<file path="config.mk">
export PLATFORM = sky130hd
export DESIGN_NAME = regincr_pipe_arbiter
export DESIGN_NICKNAME = d
export VERILOG_FILES = /design/src/rtl/regincr_pipe_pkg.sv /design/src/rtl/regincr_tag_stage.sv /design/src/rtl/regincr_pipe_arbiter.sv
export SDC_FILE = /design/constraint.sdc
export NUM_CORES = 1
export LEC_CHECK = 0
export CAP_MARGIN = 20
export CORE_ASPECT_RATIO = 0.8
export CORE_MARGIN = 3
export CORE_UTILIZATION = 49
export CTS_CLUSTER_DIAMETER = 200
export DETAILED_ROUTE_END_ITERATION = 8
export GPL_TIMING_DRIVEN = 0
export PLACE_DENSITY_LB_ADDON = 0.3
export SYNTH_ARGS = -nofsm -noshare
export SYNTH_HDL_FRONTEND = slang
export SYNTH_SLANG_ARGS = --single-unit
</file>
<file path="constraint.sdc">
create_clock -name clk -period 3.9 [get_ports clk]
set_input_delay 0.78 -clock clk [delete_from_list [all_inputs] [get_ports clk]]
set_output_delay 0.78 -clock clk [all_outputs]
set_load 0.03 [all_outputs]
</file>
<file path="src/rtl/regincr_pipe_pkg.sv">
// Shared types for the arbitrated registered-incrementer pipeline.
// Message and tag types plus the per-stage bundle.
package regincr_pipe_pkg;

  typedef logic [7:0] msg_t;
  typedef logic       tag_t;

  localparam tag_t TAG_REQ0 = 1'b0;
  localparam tag_t TAG_REQ1 = 1'b1;

  typedef struct packed {
    logic vld;
    tag_t tag;
    msg_t data;
  } stage_t;

  function automatic msg_t incr(msg_t m);
    return m + 8'd1;
  endfunction

endpackage

</file>
<file path="src/rtl/regincr_tag_stage.sv">
// One enabled pipeline stage: carries {vld,tag} and increments data.
// Holds its contents whenever the shared advance enable is low.
module regincr_tag_stage
  import regincr_pipe_pkg::*;
(
  input  logic   clk,
  input  logic   reset,
  input  logic   en,
  input  stage_t d,
  output stage_t q
);

  always_ff @(posedge clk or posedge reset) begin
    if (reset) begin
      q <= '0;
    end else if (en) begin
      q <= '{vld: d.vld, tag: d.tag, data: incr(d.data)};
    end
  end

endmodule

</file>
<file path="src/rtl/regincr_pipe_arbiter.sv">
// Two requesters share one p_nstages-deep incrementer pipeline.
// Round-robin input arbitration, global stall on head backpressure.
module regincr_pipe_arbiter
  import regincr_pipe_pkg::*;
#(
  parameter int p_nstages = 2
) (
  input  logic                           clk,
  input  logic                           reset,
  input  logic                           req0_val,
  output logic                           req0_rdy,
  input  logic [7:0]                     req0_msg,
  input  logic                           req1_val,
  output logic                           req1_rdy,
  input  logic [7:0]                     req1_msg,
  output logic                           resp0_val,
  input  logic                           resp0_rdy,
  output logic [7:0]                     resp0_msg,
  output logic                           resp1_val,
  input  logic                           resp1_rdy,
  output logic [7:0]                     resp1_msg,
  output logic [$clog2(p_nstages+1)-1:0] occupancy
);

  localparam int N  = p_nstages;
  localparam int OW = $clog2(p_nstages + 1);

  stage_t d [N];
  stage_t q [N];
  stage_t head;

  logic started;
  tag_t rr_ptr;
  tag_t grant;
  logic advance;
  logic any;
  logic fire;

  assign head = q[N-1];

  always_comb begin
    advance = !head.vld;
    if (head.vld) begin
      advance = (head.tag == TAG_REQ1) ? resp1_rdy : resp0_rdy;
    end
  end

  always_comb begin
    grant = TAG_REQ0;
    unique case ({req1_val, req0_val})
      2'b11:   grant = rr_ptr;
      2'b10:   grant = TAG_REQ1;
      default: grant = TAG_REQ0;
    endcase
  end

  // started keeps both rdy low in the first cycle after reset release
  assign any  = req0_val | req1_val;
  assign fire = started && advance && any;

  assign req0_rdy = fire && (grant == TAG_REQ0);
  assign req1_rdy = fire && (grant == TAG_REQ1);

  always_ff @(posedge clk or posedge reset) begin
    if (reset) begin
      started <= 1'b0;
      rr_ptr  <= TAG_REQ0;
    end else begin
      started <= 1'b1;
      if (fire) begin
        rr_ptr <= ~grant;
      end
    end
  end

  for (genvar g = 0; g < N; g++) begin : g_stage
    if (g == 0) begin : g_head
      assign d[g] = '{
        vld:  fire,
        tag:  grant,
        data: (grant == TAG_REQ1) ? req1_msg : req0_msg
      };
    end else begin : g_body
      assign d[g] = q[g-1];
    end

    regincr_tag_stage u_stage (
      .clk   (clk),
      .reset (reset),
      .en    (advance),
      .d     (d[g]),
      .q     (q[g])
    );
  end

  assign resp0_val = head.vld && (head.tag == TAG_REQ0);
  assign resp1_val = head.vld && (head.tag == TAG_REQ1);
  assign resp0_msg = resp0_val ? head.data : '0;
  assign resp1_msg = resp1_val ? head.data : '0;

  always_comb begin
    occupancy = '0;
    for (int k = 0; k < N; k++) begin
      occupancy = occupancy + OW'(q[k].vld);
    end
  end

endmodule
</file>
======== Word-level counts from Yosys, hierarchy flattened ========
Index checks and enable logic that the tools add are counted.
storage, ports and cells
  bits in registers ....................... 22
  bits in latches ......................... 0
  memory bits (writable) .................. 0
  memory bits (read-only) ................. 0
  input bits .............................. 22
  word-level logic and storage cells ...... 29
  memories ................................ 0
operators by class
  $add $sub $neg .......................... 3
  multiply operators ...................... 0
  div/mod/pow operators ................... 0
  magnitude comparators ................... 0
  equality and inequality tests ........... 2
  shift-type cells ........................ 0
  mux-type cells .......................... 6
  bitwise logic cells ..................... 3
  reduce and logical (&&, ||, !) cells .... 7
operator list
  operator             count
  $mux 8               3
  $add 8x1->8 const B  2
  $logic_and 1x1->1    6
  $eq 2x2->1 const B   2
  $add 1x1->2          1
  $mux 1               2
  $not 1->1            2
  $pmux 1 s2           1
  $logic_not 1->1      1
  $or 1x1->1           1

======== Longest topological paths before layout ========
  depth in word-level cells ............... 5
  mapped depth ............................ 10

======== Cells and area by module ========
From an unflattened synthesis, not the netlist that was laid out.
second synthesis, totals
  cells, all modules ...................... 140
  area, all modules ....................... 1335.0 um^2
modules (own cells, without submodules)
  module                instances  cells an instance  area an instance (um^2)
  regincr_tag_stage     2          46                 473.0
  regincr_pipe_arbiter  1          48                 389.1

======== Worst setup path before layout ========
OpenSTA, ideal clock, no wires.
  path kind ............................... input-to-output
  from .................................... input port resp1_rdy
  to ...................................... output port req0_rdy
  arrival ................................. 1718 ps
  path slack .............................. 1402 ps
  cell stages on the path ................. 5
  buffers on the path ..................... 2
  cell sequence ........................... mux2i_1 and2_1 buf_4 buf_6 nor3b_2
on the way
  word-level cells in the longest chain between the ends .. 5
RTL lines
  item                            RTL line                    RTL
  start: declaration              regincr_pipe_arbiter.sv:20  input logic resp1_rdy,
  $mux 1                          regincr_pipe_arbiter.sv:44  advance = (head.tag == TAG_REQ1) ? resp1_rdy : resp0_rdy;
  $mux 1                          regincr_pipe_arbiter.sv:43  if (head.vld) begin
  $logic_and 1x1->1 (2 in a row)  regincr_pipe_arbiter.sv:59  assign fire = started && advance && any;
  $logic_and 1x1->1               regincr_pipe_arbiter.sv:61  assign req0_rdy = fire && (grant == TAG_REQ0);
  end: declaration                regincr_pipe_arbiter.sv:11  output logic req0_rdy,
Every way passes these cells.

======== Worst setup path in the final report ========
Ends and elaborated chain as after synthesis.

==> impl_metrics.py <==
metrics = {
    "detailed_routing": {
        "vias_per_cell": 4.95,
        "drt_iter0_markers": 33,
        "drtPass1Iterations": 4,
        "vias": 1192,
        "drc": 0,
        "ant_nets": 0,
        "post_drt_wl_per_cell_microns": 11.9,
        "wl_microns": 2880,
    },
    "worst_setup_path": {
        "cp_data_arrival_time_ps": 2650,
        "timing.rr.start": "rr_ptr$_DFFE_PP0N_",
        "path_cells": "clkdlybuf4s50_1, mux2i_1, and2_1, buf_4, buf_6, nor3b_2, clkdlybuf4s50_1",
        "path_buf_inv": 4,
        "cp_slowest_cell": "clkdlybuf4s50_1",
        "cp_data_required_time_ps": 3120,
        "critPathKind": "in -> out",
        "cpMostUsedCell": "clkdlybuf4s50_1",
        "crit_path_max_incr_delay_ps": 680,
        "startpoint": "resp1_rdy",
        "crit_path_end_kind": "output port",
        "cp_max_fo": 10,
        "cp-start-kind": "input port",
        "cpLargestDelayFamily": "buffers and inverters",
    },
    "worst_hold_path": {
        "hold_path.class": "reg -> reg",
        "min_from": "g_stage[1].u_stage.q[4]$_DFFE_PP0N_",
    },
    "clock_tree": {
        "numCtsBuffers": 3,
        "clkLatencyLatePin_ps": 300,
        "tritoncts": "done",
        "h-tree-depth": 1,
        "path_clk_slew_ps": 110,
        "cts-root-buf": "clkbuf_4",
        "cts_sinks": 22,
        "ctsLongestPathBuffers": 2,
        "cts_hold_buf": 0,
        "cts-resized-gates": 0,
        "postCtsSetupBuffers": 0,
    },
    "timing": {
        "fin_crit_sh_pct": 87.8,
        "finalCriticalPeriod_ps": 3430,
        "worstMarginPinSlew_ps": 805,
        "finClkSkew_ps": 5.37,
        "fmax_mhz": 292,
        "max-slew-margin-rel_pct": 46.3,
        "tns_ps": 0,
        "setup_viol": 0,
        "finalHoldViolations": 0,
        "timing.hold.ws_ps": 509,
        "rsz0062_at_grt": "no",
        "maxSlewViolCount": 0,
    },
    "die": {
        "coreArea_sq_um": 2560,
        "die_w_microns": 65.2,
        "die_height_microns": 53.4,
        "die_area_sq_um": 3480,
        "initial_utilization_pct": 53.6,
        "io-pin-count": 44,
        "rows": 16,
    },
    "power": {
        "switchingPower_mw": 0.565,
        "finalPower_mw": 1.28,
        "ir_drop_uv": 239,
        "p_per_area_nw_per_um2": 681,
        "p_comb_share_pct": 57.7,
        "power_switching_share_pct": 44.0,
        "clkPwrFrac_pct": 9.6,
        "p_leak_nw": 0.815,
        "internal-power_mw": 0.719,
        "seqPwrFrac_pct": 32.8,
    },
    "flow_run": {
        "drv_cap": 0,
    },
    "placement": {
        "gp_congestion": 0.813,
        "place_hpwl_microns": 2370,
        "io_buffer_count": 43,
    },
    "cells_and_area": {
        "drive_above_1_share_pct": 8.78,
        "num_antenna_cells": 0,
        "area_growth_pct": 37.2,
        "layout_commonest_cell": "clkdlybuf4s50_1",
        "fin_nets": 231,
        "final_cell_mix": "clkdlybuf4s50_1 (43), nand2_1 (26), dfrtp_1 (22)",
    },
    "grt": {
        "grt_use_total_pct": 18.5,
        "antenna_found_initial": 0,
        "first_global_vias": 1185,
        "grt_first_pass_wirelength_microns": 5060,
        "grt.overflow.total": 0,
        "grt_max_degree": 23,
    },
    "logic_synthesis": {
        "syn_inst": 158,
        "ys_ff_latch": 22,
        "synth_area_sq_um": 1370,
        "postSynthAreaPerCell_sq_um": 8.70,
        "synth.distinct_cells": 30,
        "synth_nets": 183,
        "synth_seq_area_share_pct": 40.1,
        "yosys_warnings": 0,
    },
    "status": {
        "status": "finished clean",
    },
}
-- sequential cells by signal, indices dropped and copies added (netlist names) --
register and flops:
rr_ptr 1, g_stage.u_stage.q 20, started 1
-- power by group through the flow --
stage / clock network, mW / registers [mW] / logic, mW
2_1_floorplan: 0 / 0.402 / 0.505
3_3_place_gp: 0 / 0.417 / 0.725
3_5_place_dp: 0 / 0.427 / 0.746
4_1_cts: 0.124 / 0.422 / 0.749
5_1_grt: 0.130 / 0.443 / 0.809
6_report: 0.123 / 0.421 / 0.740
-- worst min-delay path, delay by kind of cell, from the launching register on --
family,cells,cell delay (ps)
compound gates,1,60
flops,1,370
simple gates,1,50
-- kinds of logic after synthesis --
| group | count (synthesis) | synth area share (%) |
|---|---|---|
| fa+ha+maj | 3 | 2.73 |
| xor+xnor | 16 | 10.2 |
| simple gates | 75 | 28.2 |
| mux | 7 | 5.37 |
| buf+inv | 10 | 3.83 |
| flops | 22 | 40.1 |
| other cells | 1 | 0.273 |
| compound gates | 24 | 9.29 |
-- cells in the mapped netlist --
| library cell | number | area share, % |
|---|---|---|
| clkbuf_1 | 3 | 0.82 |
| inv_1 | 2 | 0.55 |
| a21oi_2 | 1 | 0.64 |
| nand2b_1 | 2 | 0.91 |
| nand2_2 | 1 | 0.46 |
| dfrtp_1 | 22 | 40 |
| and2_1 | 11 | 5.0 |
| nand4_1 | 1 | 0.46 |
| o21ai_1 | 5 | 1.8 |
| mux2_2 | 3 | 2.5 |
| buf_2 | 3 | 1.1 |
| nor2b_1 | 1 | 0.46 |
| and3_1 | 11 | 5.0 |
| nor2_1 | 9 | 2.5 |
| conb_1 | 1 | 0.27 |
| nor2_2 | 1 | 0.46 |
| nand2_1 | 26 | 7.1 |
| nor3b_2 | 1 | 0.91 |
| buf_4 | 1 | 0.55 |
| xor2_1 | 8 | 5.1 |
| xnor2_1 | 8 | 5.1 |
| mux2i_1 | 4 | 2.9 |
| nand3_2 | 1 | 0.73 |
| a21oi_1 | 7 | 2.5 |
| o21ai_0 | 10 | 3.6 |
| buf_6 | 1 | 0.82 |
| nand3_1 | 9 | 3.3 |
| nand2b_4 | 1 | 1.0 |
| ha_1 | 3 | 2.7 |
| o2bb2ai_1 | 1 | 0.64 |
-- cell type report --
type	count	area, sq um
Multi-Input combinational cell	126	771
Fill cell	206	677
Sequential cell	22	551
Timing Repair Buffer	43	430
Clock buffer	4	36.3
Buffer	8	45.0
Tap cell	36	45.0
Inverter	2	7.51
-- stage by stage --
stage	setup WS (ps)	instance area (sq um)	std cells	util [%]
5_1_grt	385	1890	241	73.6
3_5_place_dp	472	1850	237	72.2
4_1_cts	461	1890	241	73.6
3_3_place_gp	471	1850	237	72.2
6_report	474	1890	241	73.6
2_1_floorplan	1400	1370	158	-
-- worst paths after layout --
path / depth (start not counted) / to / slack [ps]
setup / recovery: 7 / req0_rdy / 470
hold / removal: 2 / g_stage[1].u_stage.q[4]$_DFFE_PP0N_ / 510
setup reg to reg: 10 / g_stage[0].u_stage.q[6]$_DFFE_PP0N_ / 1610
min in group asynchronous: 2 / g_stage[1].u_stage.q[9]$_DFFE_PP0N_ / 920
max in group asynchronous: 2 / g_stage[1].u_stage.q[5]$_DFFE_PP0N_ / 2480
hold reg to reg: 2 / g_stage[1].u_stage.q[4]$_DFFE_PP0N_ / 510
-- per-layer routing --
| layer | GRT usage (%) | wire (microns) |
|---|---|---|
| met5 | 0 | 0 |
| met4 | 4.83 | 11 |
| met3 | 1.70 | 159 |
| met2 | 37.0 | 1470 |
| met1 | 21.1 | 1230 |
Power figures use the tool's default switching activity.
